`src/rtl/tt_query_arbiter_pkg.sv`:
```
// Shared constants for the TT query arbiter: field widths, cost encoding and FSM state codes.
package tt_query_arbiter_pkg;

  localparam int unsigned COST_W = 4;
  localparam int unsigned NODE_W = 4;

  localparam logic [COST_W-1:0] COST_UNREACHABLE = '0;

  typedef logic [1:0] state_t;

  localparam state_t ST_IDLE   = 2'd0;
  localparam state_t ST_STREAM = 2'd1;
  localparam state_t ST_WAIT   = 2'd2;

endpackage

```
`src/rtl/tt_query_arbiter_if.sv`:
```
// Requester, engine and response signals of the TT query arbiter.
// The arbiter uses the slave modport; the requesters and engine side use master.
interface tt_query_arbiter_if #(
  parameter int unsigned N_REQ = 4,
  parameter int unsigned LAT_W = 8
) ();

  localparam int unsigned ID_W   = $clog2(N_REQ);
  localparam int unsigned NODE_W = tt_query_arbiter_pkg::NODE_W;
  localparam int unsigned COST_W = tt_query_arbiter_pkg::COST_W;

  logic [N_REQ-1:0]        req_valid;
  logic [N_REQ-1:0]        req_last;
  logic [NODE_W*N_REQ-1:0] req_src;
  logic [NODE_W*N_REQ-1:0] req_dst;
  logic [N_REQ-1:0]        req_ready;

  logic                    eng_in_valid;
  logic [NODE_W-1:0]       eng_source;
  logic [NODE_W-1:0]       eng_destination;
  logic                    eng_out_valid;
  logic [COST_W-1:0]       eng_cost;

  logic                    rsp_valid;
  logic [ID_W-1:0]         rsp_id;
  logic [COST_W-1:0]       rsp_cost;
  logic [LAT_W-1:0]        rsp_latency;
  logic                    busy;
  logic                    err_spurious;

  modport slave (
    input  req_valid, req_last, req_src, req_dst, eng_out_valid, eng_cost,
    output req_ready, eng_in_valid, eng_source, eng_destination,
           rsp_valid, rsp_id, rsp_cost, rsp_latency, busy, err_spurious
  );

  modport master (
    output req_valid, req_last, req_src, req_dst, eng_out_valid, eng_cost,
    input  req_ready, eng_in_valid, eng_source, eng_destination,
           rsp_valid, rsp_id, rsp_cost, rsp_latency, busy, err_spurious
  );

endinterface

```
`src/rtl/tt_query_arbiter_rr_arbiter.sv`:
```
// Combinational round-robin pick: first asserted request searching from i_ptr upward with wrap.
module rr_arbiter #(
  parameter int unsigned N_REQ = 4,
  parameter int unsigned ID_W  = $clog2(N_REQ)
) (
  input  logic [N_REQ-1:0] i_req,
  input  logic [ID_W-1:0]  i_ptr,
  output logic [N_REQ-1:0] o_gnt,
  output logic [ID_W-1:0]  o_idx
);

  logic            w_found;
  logic [ID_W:0]   w_sum;
  logic [ID_W-1:0] w_pos;

  always_comb begin
    o_gnt   = '0;
    o_idx   = '0;
    w_found = 1'b0;
    w_sum   = '0;
    w_pos   = '0;
    for (int unsigned k = 0; k < N_REQ; k++) begin
      // One extra bit holds ptr + k before the modulo-N_REQ wrap.
      w_sum = {1'b0, i_ptr} + (ID_W + 1)'(k);
      if (w_sum >= (ID_W + 1)'(N_REQ)) begin
        w_sum = w_sum - (ID_W + 1)'(N_REQ);
      end
      w_pos = w_sum[ID_W-1:0];
      if (!w_found && i_req[w_pos]) begin
        w_found      = 1'b1;
        o_gnt[w_pos] = 1'b1;
        o_idx        = w_pos;
      end
    end
  end

endmodule

```
`src/rtl/tt_query_arbiter.sv`:
```
// Shares one TT shortest-path engine among N_REQ streaming requesters, round-robin,
// and returns each result tagged with the owner id and grant-to-result latency.
module tt_query_arbiter
  import tt_query_arbiter_pkg::*;
#(
  parameter int unsigned N_REQ = 4,
  parameter int unsigned ID_W  = $clog2(N_REQ),
  parameter int unsigned LAT_W = 8
) (
  input  logic                    clk,
  input  logic                    rst_n,
  tt_query_arbiter_if.slave       bus
);

  state_t            r_state;
  state_t            w_state_nxt;
  logic [ID_W-1:0]   r_gnt;
  logic [ID_W-1:0]   r_rr;
  logic [LAT_W-1:0]  r_lat;

  logic              r_eng_in_valid;
  logic [NODE_W-1:0] r_eng_src;
  logic [NODE_W-1:0] r_eng_dst;

  logic              r_rsp_valid;
  logic [ID_W-1:0]   r_rsp_id;
  logic [COST_W-1:0] r_rsp_cost;
  logic [LAT_W-1:0]  r_rsp_lat;
  logic              r_err;

  logic [N_REQ-1:0]  w_arb_gnt;
  logic [ID_W-1:0]   w_arb_idx;
  logic              w_any;
  logic              w_cur_valid;
  logic              w_cur_last;
  logic              w_accept;
  logic [N_REQ-1:0]  w_req_ready;
  logic [NODE_W-1:0] w_src_arr [N_REQ];
  logic [NODE_W-1:0] w_dst_arr [N_REQ];

  rr_arbiter #(
    .N_REQ (N_REQ),
    .ID_W  (ID_W)
  ) u_rr_arbiter (
    .i_req (bus.req_valid),
    .i_ptr (r_rr),
    .o_gnt (w_arb_gnt),
    .o_idx (w_arb_idx)
  );

  for (genvar gi = 0; gi < N_REQ; gi++) begin : g_unpack
    assign w_src_arr[gi] = bus.req_src[gi*NODE_W +: NODE_W];
    assign w_dst_arr[gi] = bus.req_dst[gi*NODE_W +: NODE_W];
  end

  assign w_any       = |w_arb_gnt;
  assign w_cur_valid = bus.req_valid[r_gnt];
  assign w_cur_last  = bus.req_last[r_gnt];
  assign w_accept    = (r_state == ST_STREAM) && w_cur_valid;

  always_comb begin
    w_req_ready = '0;
    if (r_state == ST_STREAM) begin
      w_req_ready[r_gnt] = 1'b1;
    end
  end

  // A granted requester dropping valid mid-stream ends the job just like req_last.
  always_comb begin
    w_state_nxt = r_state;
    unique case (r_state)
      ST_IDLE:   if (w_any) w_state_nxt = ST_STREAM;
      ST_STREAM: if (!w_cur_valid || w_cur_last) w_state_nxt = ST_WAIT;
      ST_WAIT:   if (bus.eng_out_valid) w_state_nxt = ST_IDLE;
      default:   w_state_nxt = ST_IDLE;
    endcase
  end

  always_ff @(posedge clk or negedge rst_n) begin
    if (!rst_n) begin
      r_state        <= ST_IDLE;
      r_gnt          <= '0;
      r_rr           <= '0;
      r_lat          <= '0;
      r_eng_in_valid <= 1'b0;
      r_eng_src      <= '0;
      r_eng_dst      <= '0;
      r_rsp_valid    <= 1'b0;
      r_rsp_id       <= '0;
      r_rsp_cost     <= '0;
      r_rsp_lat      <= '0;
      r_err          <= 1'b0;
    end else begin
      r_state        <= w_state_nxt;
      r_eng_in_valid <= w_accept;
      r_rsp_valid    <= 1'b0;
      if (w_accept) begin
        r_eng_src <= w_src_arr[r_gnt];
        r_eng_dst <= w_dst_arr[r_gnt];
      end
      if (bus.eng_out_valid && (r_state != ST_WAIT)) begin
        r_err <= 1'b1;
      end
      unique case (r_state)
        ST_IDLE: begin
          if (w_any) begin
            r_gnt <= w_arb_idx;
            r_lat <= '0;
          end
        end
        ST_STREAM, ST_WAIT: begin
          if (!(&r_lat)) r_lat <= r_lat + 1'b1;
        end
        default: ;
      endcase
      if ((r_state == ST_WAIT) && bus.eng_out_valid) begin
        r_rsp_valid <= 1'b1;
        r_rsp_id    <= r_gnt;
        r_rsp_cost  <= bus.eng_cost;
        r_rsp_lat   <= r_lat;
        r_rr        <= (r_gnt == ID_W'(N_REQ - 1)) ? '0 : r_gnt + 1'b1;
      end
    end
  end

  assign bus.req_ready       = w_req_ready;
  assign bus.eng_in_valid    = r_eng_in_valid;
  assign bus.eng_source      = r_eng_src;
  assign bus.eng_destination = r_eng_dst;
  assign bus.rsp_valid       = r_rsp_valid;
  assign bus.rsp_id          = r_rsp_id;
  assign bus.rsp_cost        = r_rsp_cost;
  assign bus.rsp_latency     = r_rsp_lat;
  assign bus.busy            = (r_state != ST_IDLE);
  assign bus.err_spurious    = r_err;

endmodule

```
`src/flat_wrapper.sv`:
```
// flat-port wrapper written by rule: the top's interface ports become plain ports
module tt_query_arbiter_flat import tt_query_arbiter_pkg::*;
#(
  parameter int unsigned N_REQ = 4,
  parameter int unsigned ID_W  = $clog2(N_REQ),
  parameter int unsigned LAT_W = 8
)
  (clk, rst_n, bus_req_valid, bus_req_last, bus_req_src, bus_req_dst, bus_eng_out_valid, bus_eng_cost, bus_req_ready, bus_eng_in_valid, bus_eng_source, bus_eng_destination, bus_rsp_valid, bus_rsp_id, bus_rsp_cost, bus_rsp_latency, bus_busy, bus_err_spurious);
  tt_query_arbiter_if #(.N_REQ(N_REQ), .LAT_W(LAT_W)) bus_i ();
  input  logic clk;
  input  logic rst_n;
  input wire logic [$bits(bus_i.req_valid)-1:0] bus_req_valid;
  input wire logic [$bits(bus_i.req_last)-1:0] bus_req_last;
  input wire logic [$bits(bus_i.req_src)-1:0] bus_req_src;
  input wire logic [$bits(bus_i.req_dst)-1:0] bus_req_dst;
  input wire logic [$bits(bus_i.eng_out_valid)-1:0] bus_eng_out_valid;
  input wire logic [$bits(bus_i.eng_cost)-1:0] bus_eng_cost;
  output wire logic [$bits(bus_i.req_ready)-1:0] bus_req_ready;
  output wire logic [$bits(bus_i.eng_in_valid)-1:0] bus_eng_in_valid;
  output wire logic [$bits(bus_i.eng_source)-1:0] bus_eng_source;
  output wire logic [$bits(bus_i.eng_destination)-1:0] bus_eng_destination;
  output wire logic [$bits(bus_i.rsp_valid)-1:0] bus_rsp_valid;
  output wire logic [$bits(bus_i.rsp_id)-1:0] bus_rsp_id;
  output wire logic [$bits(bus_i.rsp_cost)-1:0] bus_rsp_cost;
  output wire logic [$bits(bus_i.rsp_latency)-1:0] bus_rsp_latency;
  output wire logic [$bits(bus_i.busy)-1:0] bus_busy;
  output wire logic [$bits(bus_i.err_spurious)-1:0] bus_err_spurious;
  assign bus_i.req_valid = bus_req_valid;
  assign bus_i.req_last = bus_req_last;
  assign bus_i.req_src = bus_req_src;
  assign bus_i.req_dst = bus_req_dst;
  assign bus_i.eng_out_valid = bus_eng_out_valid;
  assign bus_i.eng_cost = bus_eng_cost;
  assign bus_req_ready = bus_i.req_ready;
  assign bus_eng_in_valid = bus_i.eng_in_valid;
  assign bus_eng_source = bus_i.eng_source;
  assign bus_eng_destination = bus_i.eng_destination;
  assign bus_rsp_valid = bus_i.rsp_valid;
  assign bus_rsp_id = bus_i.rsp_id;
  assign bus_rsp_cost = bus_i.rsp_cost;
  assign bus_rsp_latency = bus_i.rsp_latency;
  assign bus_busy = bus_i.busy;
  assign bus_err_spurious = bus_i.err_spurious;
  tt_query_arbiter #(.N_REQ(N_REQ), .ID_W(ID_W), .LAT_W(LAT_W)) u_core (.clk(clk), .rst_n(rst_n), .bus(bus_i));
endmodule
```
`config.mk`:
```
export PLATFORM = sky130hd
export DESIGN_NAME = tt_query_arbiter_flat
export DESIGN_NICKNAME = d
export VERILOG_FILES = /design/src/rtl/tt_query_arbiter_pkg.sv /design/src/rtl/tt_query_arbiter_if.sv /design/src/rtl/tt_query_arbiter_rr_arbiter.sv /design/src/rtl/tt_query_arbiter.sv /design/src/flat_wrapper.sv
export SDC_FILE = /design/constraint.sdc
export NUM_CORES = 1
export LEC_CHECK = 0
export CAP_MARGIN = 20
export CORE_ASPECT_RATIO = 1.4
export CORE_UTILIZATION = 44
export CTS_BUF_LIST = sky130_fd_sc_hd__clkbuf_2
export DETAILED_ROUTE_END_ITERATION = 6
export PLACE_DENSITY = 0.79
export SLEW_MARGIN = 20
export SYNTH_ARGS = -nofsm -noshare
export SYNTH_HDL_FRONTEND = slang
export SYNTH_HIERARCHICAL = 1
export SYNTH_SLANG_ARGS = --single-unit
export TNS_END_PERCENT = 10
```
`constraint.sdc`:
```
create_clock -name clk -period 3.16 [get_ports clk]
set_input_delay 0.948 -clock clk [delete_from_list [all_inputs] [get_ports clk]]
set_output_delay 0.948 -clock clk [all_outputs]
set_load 0.01 [all_outputs]
```
==> results of run 1 <==
metal layers:
metal	vias to the layer above	share of wire, %
met2	78	55
met5	-	0
met4	0	0.30
met3	2	6.2
li1	1013	-
met1	1080	38
flip-flops by register name (all words and copies together) (netlist names):
register	count
u_core/bus.eng_destination	4
u_core/bus.eng_in_valid	1
u_core/bus.eng_source	4
u_core/bus.err_spurious	1
u_core/bus.rsp_cost	4
u_core/bus.rsp_id	2
u_core/bus.rsp_latency	8
u_core/bus.rsp_valid	1
u_core/r_gnt	2
u_core/r_lat	8
u_core/r_rr	2
u_core/r_state	2
power by group:
part / internal [mW] / switching [mW]
Combinational: 1.01 / 0.895
Clock: 0.134 / 0.172
Sequential: 0.682 / 0.145
cell usage after synthesis, types with 2 or more instances:
cell type  count  share of area, %
a21oi_1        4              0.79
a221o_2        4               1.8
a31oi_1        6               1.5
and2_1         4              0.99
and3_1         2              0.50
and3b_1        2              0.69
buf_2          4              0.79
clkbuf_1       3              0.45
clkbuf_2       4              0.79
dfrtp_1       39                39
ha_1          14               6.9
inv_1         13               1.9
mux2_2        22               9.8
mux2i_1        2              0.79
mux4_1         2               2.1
mux4_2        11               9.8
nand2_1       23               3.4
nand2b_1       3              0.74
nand3_1        8               1.6
nand3b_1       2              0.60
nor2_1         6              0.89
nor3b_1        2              0.60
nor4_1         2              0.50
o21ai_0       17               3.4
o221ai_1       2              0.69
o31ai_1        2              0.60
or2_2          2              0.50
or3_1          2              0.50
cell families after synthesis:
logic type,count (synthesis),synth area share [%]
AOI/OAI and AO/OA,48,13.3
buffers and inverters,25,4.42
adders and majority gates,14,6.95
muxes,38,23.1
DFF,39,38.7
and+or+nand+nor,64,13.5
critical path: cells and delay by family:
kind | cells | cell delay, ns
compound gates | 3 | 0.65
buf+inv | 3 | 0.67
mux | 1 | 0.35
simple gates | 3 | 0.75
final timing paths:
check                                             to  slack [ns]                    start  depth (start not counted)
max                                  u_core/r_gnt[0]        0.10         bus_req_valid[2]                         10
min                          u_core/bus.err_spurious        0.50  u_core/bus.err_spurious                          1
max reg2reg                          u_core/r_gnt[0]        0.37           u_core/r_rr[0]                          9
min reg2reg                  u_core/bus.err_spurious        0.50  u_core/bus.err_spurious                          1
max in group asynchronous            u_core/r_gnt[1]        1.94                    rst_n                          1
min in group asynchronous  u_core/bus.rsp_latency[5]        0.64                    rst_n                          1
stage by stage:
step           hold slack [ns]  cell area, µm²  utilization (%)  instances
4_1_cts                  0.506            3510             63.6        383
6_report                 0.496            3510             63.6        383
3_5_place_dp             0.467            3410             61.7        374
3_3_place_gp             0.440            3410             61.7        374
5_1_grt                  0.527            3510             63.6        383
2_1_floorplan            0.493            2530                -        228
timing repair:
| action | in CTS | in global routing |
|---|---|---|
| hold endpoints to repair | 0 | 0 |
| gates cloned | 1 | 0 |
| resized for setup | 8 | 3 |
| endpoints found under the setup margin | 13 | 7 |
| pin swaps | 1 | 1 |
final cells by class:
cell class                 count  area [µm²]  area share (%)
inverter                      13        48.8            1.39
clock inverter                 3        43.8            1.25
timing repair buffer          90         852            24.3
clock buffer                   5        25.0           0.712
sequential                    39         977            27.8
tap                           68        85.1            2.42
multi-input combinational    165        1480            42.2
==> impl_metrics.toml, run 1 <==
[drt]
drt_iter0_drc = 142
first_pass_iters = 4
antenna_left = 0
drc = 0
wl_per_cell_um = 15.4
wl_um = 5910
avgViaCountPerCell = 5.67
dr_total_vias = 2173

[floorplan]
die_y_um = 91.6
std_cell_rows = 32
core_area_um2 = 5530
dieWidth_um = 66.0
pin_count = 77
initial_core_util_pct = 45.6
die_area_um2 = 6040

[run_status]
status = "completed"

[clocking]
cts_hold_buf = 0
clockBufferDepth = 2
post-cts-setup-buffers = 0
clkLatencyLatePin_ns = 0.39
cts_tree = "yes"
clockRootBuffer = "clkbuf_2"
cts_buffers = 5
htreeDepth = 2
clk_pin_slew_ns = 0.20
cts.sinks = 39

[critical_path]
path_class = "in2reg"
critPathCaptureType = "register"
crit_fanout = 10
worstSetupStartpointType = "input pin"
slowest_delay_ns = 0.40
worstPathCellList = "dlygate4sd2_1, buf_4, and3b_1, o21ai_0, o31ai_1, buf_4, a221o_2, nor4_4, nand2b_1, mux2_2"
cpMostUsedCell = "buf_4"
required_ns = 3.46
slowest_stage = "a221o_2"
arrival_ns = 3.36

[final_layout]
layout_common_cells = "clkdlybuf4s50_1, dfrtp_1, nand2_1, mux2_2, o21ai_0"
synthToLayoutAreaGrowth_pct = 39.4
final_common_cell = "clkdlybuf4s50_1"
diodes = 0
fillers = 458
drive_gt1_share_pct = 23.2
fin_nets = 375

[place]
dp_hpwl_um = 4460
portBuffers = 76
gp_congestion = 0.918
place_ws_ns = -0.603

[power_and_ir_drop]
power_mw = 3.04
p_leak_nw = 1.52
vdd_drop_max_mv = 0.384
power_density_nw_per_um2 = 864

[global_routing]
grtUsageMet3_pct = 6.41
antenna_found_initial = 0
grtUsageTotal_pct = 21.3
overflow = 0
grt_busiest_layer = "met2"
grt_pass1_vias = 2209
grt_pass1_wl_um = 9890
grtUsageMet2_pct = 37.8
met1_usage_pct = 24.7
grt_max_degree = 40

[synth]
syn_area_um2 = 2520
ys_seq_elements = 39
ys_types = 49
yosysSeqAreaShare_pct = 38.7
synth_top_flop_cell = "dfrtp_1"
synth_edf_count = 0
ys_async_sr_fraction_pct = 100
avgSynthCellArea_um2 = 11.1
yosysWarnings = 6
synth_nets = 289
postSynthCellCount = 228

[job]
cap_violations = 0

[timing]
finalCritPeriodShare_pct = 96.8
fin_skew_ns = 0.0111
setup_tns_ns = 0
setup_viol = 0
maxSlewHeadroom_pct = 42.6
rsz0062_at_grt = "false"
fin_ws_ns = 0.100
max_freq_mhz = 327
worstMarginPinSlew_ns = 0.861
slew_viol_final = 0
layout_min_cycle_time_ns = 3.06
finalHoldViolations = 0

[worst_hold_path]
hold_path_class = "reg2reg"
No activity file was read; power rests on OpenSTA's default activity.
==> run 2: changes to the inputs <==
CORE_MARGIN = 3   (was unset)
CTS_CLUSTER_DIAMETER = 50   (was unset)
SETUP_SLACK_MARGIN = 0.1   (was unset)
==> run 2 against run 1 <==
  * Register-to-register slack worse by 0.05 ns
  * Clock power is 27% higher
  * Worst hold slack worse by 0.013 ns
  * Count of clock-buffer cells in the layout stayed put
  * Fmax is 3.0% higher
  * Die area is 11% higher
  * Critical path type unchanged
  * Largest power group unchanged
  * Highest routed layer unchanged
==> impl_metrics.toml, run 2 (synthesis gave the netlist of run 1 again) <==
[run_status]
status = "completed"

[critical_path]
worstPathCellList = "dlygate4sd2_1, mux4_2, or2_4, nor2b_4, a221o_2, nor4_4, buf_4, a21boi_2, o21ai_0, a31oi_1"
crit_fanout = 9
critPathCaptureType = "register"
worstReg2RegEnd = "u_core/r_lat[6]"
path_class = "in2reg"
worstSetupStartpointType = "input pin"
arrival_ns = 3.31
slowest_stage = "mux4_2"
slowest_delay_ns = 0.56
required_ns = 3.50
crit_buf_inv = 2
reg2reg_slack_ns = 0.32
worstReg2RegStart = "u_core/r_rr[0]"
path_depth = 10
crit_family = "compound AO/OA/AOI/OAI gates"
rr_worst_depth = 11

[timing]
slew_viol_final = 0
fin_ws_ns = 0.188
layout_min_cycle_time_ns = 2.97
fin_skew_ns = 0.0113
rsz0062_at_grt = "true"
setup_viol = 0
max_freq_mhz = 336
worstMarginPinSlew_ns = 0.849
setup_tns_ns = 0
finalHoldViolations = 0
finalCritPeriodShare_pct = 94.1
maxSlewHeadroom_pct = 43.4

[final_layout]
fin_nets = 375
diodes = 0
fillers = 456
regArea_um2 = 977
drive_gt1_share_pct = 23.2
postLayoutCellArea_um2 = 3520
synthToLayoutAreaGrowth_pct = 39.7
multi_input_area_um2 = 1460
layout_common_cells = "clkdlybuf4s50_1, dfrtp_1, nand2_1, mux2_2, o21ai_0"
final_common_cell = "clkdlybuf4s50_1"

[drt]
route.met2.wl_um = 2980
drt_iter0_drc = 229
highest_layer = "met4"
drc = 0
dr_total_vias = 2138
avgViaCountPerCell = 5.58
wl_per_cell_um = 14.9
wl_um = 5720
antenna_left = 0
wl_met1_um = 2230
met3_length_um = 441
first_pass_iters = 4

[worst_hold_path]
hold_path_class = "reg2reg"
whs_path_depth = 1
min_to = "u_core/bus.err_spurious"
hp-start = "u_core/bus.err_spurious"

[global_routing]
antenna_found_initial = 0
grt_max_degree = 40
grtUsageTotal_pct = 17.2
grt_pass1_wl_um = 9340
overflow = 0
grt_pass1_vias = 2103

[job]
cap_violations = 0

[floorplan]
initial_core_util_pct = 45.6
dieWidth_um = 70.0
die_y_um = 95.6
std_cell_rows = 32
core_area_um2 = 5530
die_area_um2 = 6690
pin_count = 77

[power_and_ir_drop]
p_leak_nw = 1.52
power_density_nw_per_um2 = 886
vdd_drop_max_mv = 0.406

[place]
dp_hpwl_um = 4340
place_ws_ns = -0.540
gp_congestion = 0.792
portBuffers = 76
placed_area_um2 = 3410

[clocking]
cts_tree = "yes"
clockRootBuffer = "clkbuf_2"
htreeDepth = 2
clkLatencyLatePin_ns = 0.39
cts.sinks = 39
clk_pin_slew_ns = 0.21
cts_buffers = 5
clockBufferDepth = 2
run 2: worst max path at each step:
stage               slack, ns             start          endpoint
finish                   0.19  bus_req_valid[2]   u_core/r_lat[6]
global route             0.08  bus_req_valid[3]   u_core/r_lat[6]
CTS                      0.06   u_core/r_gnt[1]  bus_req_ready[0]
detailed placement      -0.54  bus_req_valid[0]   u_core/r_lat[3]
global placement        -0.49  bus_req_valid[2]   u_core/r_lat[2]
floorplan                0.11  bus_req_valid[0]   u_core/r_lat[2]
run 2: metal layers:
metal / up-vias / GRT usage [%]
li1: 1015 / -
met1: 1036 / 19.6
met2: 80 / 31.3
met3: 7 / 5.27
met4: 0 / 4.15
met5: - / 0
run 2: final cells by class:
cell class | count | share of cell area, %
multi-input cells | 164 | 41.3
flip-flops and latches | 39 | 27.7
repair buffers | 91 | 24.5
well taps | 68 | 2.42
clock inverters | 3 | 1.92
inverters | 13 | 1.39
clock buffers | 5 | 0.710
run 2: where the power goes:
| group | internal, mW | switching [mW] | leakage [nW] |
|---|---|---|---|
| Sequential | 0.682 | 0.146 | 0.493 |
| Combinational | 1.02 | 0.882 | 0.976 |
| Clock | 0.213 | 0.175 | 0.0492 |
run 2: timing repair:
item                       4_1_cts  5_1_grt
setup endpoints to repair       14        5
pin swaps                        1        0
hold buffers                     0        0
cloned                           0        0
buffers inserted                 1        0
gates resized for setup          7        1
run 2: metrics by stage:
stage / power (mW) / utilization [%] / cells / hold slack [ns]
global placement: 2.62 / 61.7 / 374 / 0.439
finish: 3.12 / 63.7 / 383 / 0.483
CTS: 3.13 / 63.7 / 383 / 0.484
floorplan: 2.03 / - / 228 / 0.493
detailed placement: 2.67 / 61.7 / 374 / 0.443
global route: 3.34 / 63.7 / 383 / 0.515
==> run 3: changes to the inputs <==
CORE_ASPECT_RATIO = 0.75   (was 1.4)
SKIP_LAST_GASP = 1   (was unset)
==> run 3 against run 2 <==
  * Via count is 1.7% higher
  * Sequential power down 0.7%
  * Largest cell class unchanged
  * Clock power down 21%
  * Register-to-register slack better by 0.02 ns
  * Die area barely moved
  * Worst setup slack worse by 0.024 ns
  * Routed wire length is 9.6% higher
==> impl_metrics.toml, run 3 (synthesis gave the netlist of run 1 again) <==
[clocking]
clk_pin_slew_ns = 0.21
clockBufferDepth = 2
cts.sinks = 39
clockRootBuffer = "clkbuf_2"
cts_buffers = 5
cts_tree = "yes"
htreeDepth = 2
post-cts-setup-buffers = 0
clkLatencyLatePin_ns = 0.39
cts_hold_buf = 0

[timing]
slew_viol_final = 0
layout_min_cycle_time_ns = 3.00
finalHoldViolations = 0
worstMarginPinSlew_ns = 0.842
setup_viol = 0
rsz0062_at_grt = "true"
finalCritPeriodShare_pct = 94.8
maxSlewHeadroom_pct = 43.9
fin_ws_ns = 0.164
max_freq_mhz = 334
setup_tns_ns = 0
fin_skew_ns = 0.0100

[drt]
drc = 0
wl_per_cell_um = 16.1
antenna_left = 0
drt_iter0_drc = 184
dr_total_vias = 2175
avgViaCountPerCell = 5.58
first_pass_iters = 4
wl_um = 6260

[global_routing]
overflow = 0
grt_pass1_vias = 2049
grtUsageTotal_pct = 19.1
grt_pass1_wl_um = 10100
grt_max_degree = 40
antenna_found_initial = 0

[place]
dp_hpwl_um = 4740
portBuffers = 76
gp_congestion = 0.949
place_ws_ns = -0.546

[floorplan]
die_area_um2 = 6680
die_y_um = 71.6
dieWidth_um = 93.4
initial_core_util_pct = 46.4
core_area_um2 = 5440
pin_count = 77
std_cell_rows = 23

[power_and_ir_drop]
power_density_nw_per_um2 = 874
vdd_drop_max_mv = 0.440
p_leak_nw = 1.52

[critical_path]
worstSetupStartpointType = "input pin"
required_ns = 3.47
path_class = "in2reg"
crit_fanout = 11
slowest_stage = "a221o_2"
arrival_ns = 3.31
slowest_delay_ns = 0.41
worstPathCellList = "dlygate4sd2_1, and3b_1, o21ai_0, o31ai_1, buf_4, a221o_2, nor4_4, a21oi_1, o21ai_2, mux2_4"
critPathCaptureType = "register"

[final_layout]
diodes = 0
final_util_pct = 64.8
drive_gt1_share_pct = 22.9
fin_nets = 375
final_common_cell = "clkdlybuf4s50_1"
synthToLayoutAreaGrowth_pct = 39.9
regArea_um2 = 977
fillers = 411
layout_common_cells = "clkdlybuf4s50_1, dfrtp_1, nand2_1, mux2_2, o21ai_0"
multi_input_area_um2 = 1480

[job]
cap_violations = 0

[worst_hold_path]
hold_path_class = "reg2reg"

[run_status]
status = "completed"
[run 3: timing repair]
action / in CTS / in global routing
endpoints found under the setup margin: 12 / 9
gates resized for setup: 7 / 2
pin swaps: 1 / 0
cloned: 1 / 0
[run 3: through the flow]
stage          total power, mW  instances  cell area, µm²  hold WS (ns)
6_report                  3.08        390            3530         0.486
3_3_place_gp              2.65        381            3420         0.445
3_5_place_dp              2.71        381            3420         0.446
5_1_grt                   3.32        390            3530         0.539
2_1_floorplan             2.03        228            2530         0.493
4_1_cts                   3.08        390            3520         0.495
[run 3: layer usage]
layer | share of wire [%] | GRT usage [%] | vias to the layer above
met5 | 0 | 0 | -
met4 | 0.54 | 4.88 | 0
met3 | 12 | 6.09 | 4
met2 | 44 | 29.7 | 111
met1 | 43 | 26.2 | 1036
li1 | - | - | 1024
[run 3: worst max-delay path: cells and delay by family]
| kind | cells | cell delay (ns) |
|---|---|---|
| simple gates | 2 | 0.60 |
| mux | 1 | 0.30 |
| buf+inv | 2 | 0.52 |
| compound gates | 5 | 0.92 |
[run 3: area by class of cell]
type                       count  area share (%)
timing repair buffer          90            24.3
tap                           75            2.66
multi-input combinational    165            42.0
clock inverter                 3            1.24
clock buffer                   5           0.709
sequential                    39            27.7
inverter                      13            1.38
[run 3: path summary, 6_finish.rpt]
path,startpoint,to,slack [ns],cells past startpoint
worst max register to register,u_core/r_rr[0],u_core/r_state[0],0.34,10
worst max-delay path,bus_req_valid[1],u_core/r_state[0],0.16,10
worst min register to register,u_core/bus.err_spurious,u_core/bus.err_spurious,0.49,1
min in group asynchronous,rst_n,u_core/bus.rsp_cost[0],0.63,1
worst min-delay path,u_core/bus.err_spurious,u_core/bus.err_spurious,0.49,1
max in group asynchronous,rst_n,u_core/r_gnt[0],1.97,1
[run 3: report_power, final]
group          switching (mW)  leakage, nW  internal (mW)
logic                   0.924        0.982           1.03
registers               0.139        0.494          0.682
clock network           0.171       0.0429          0.134
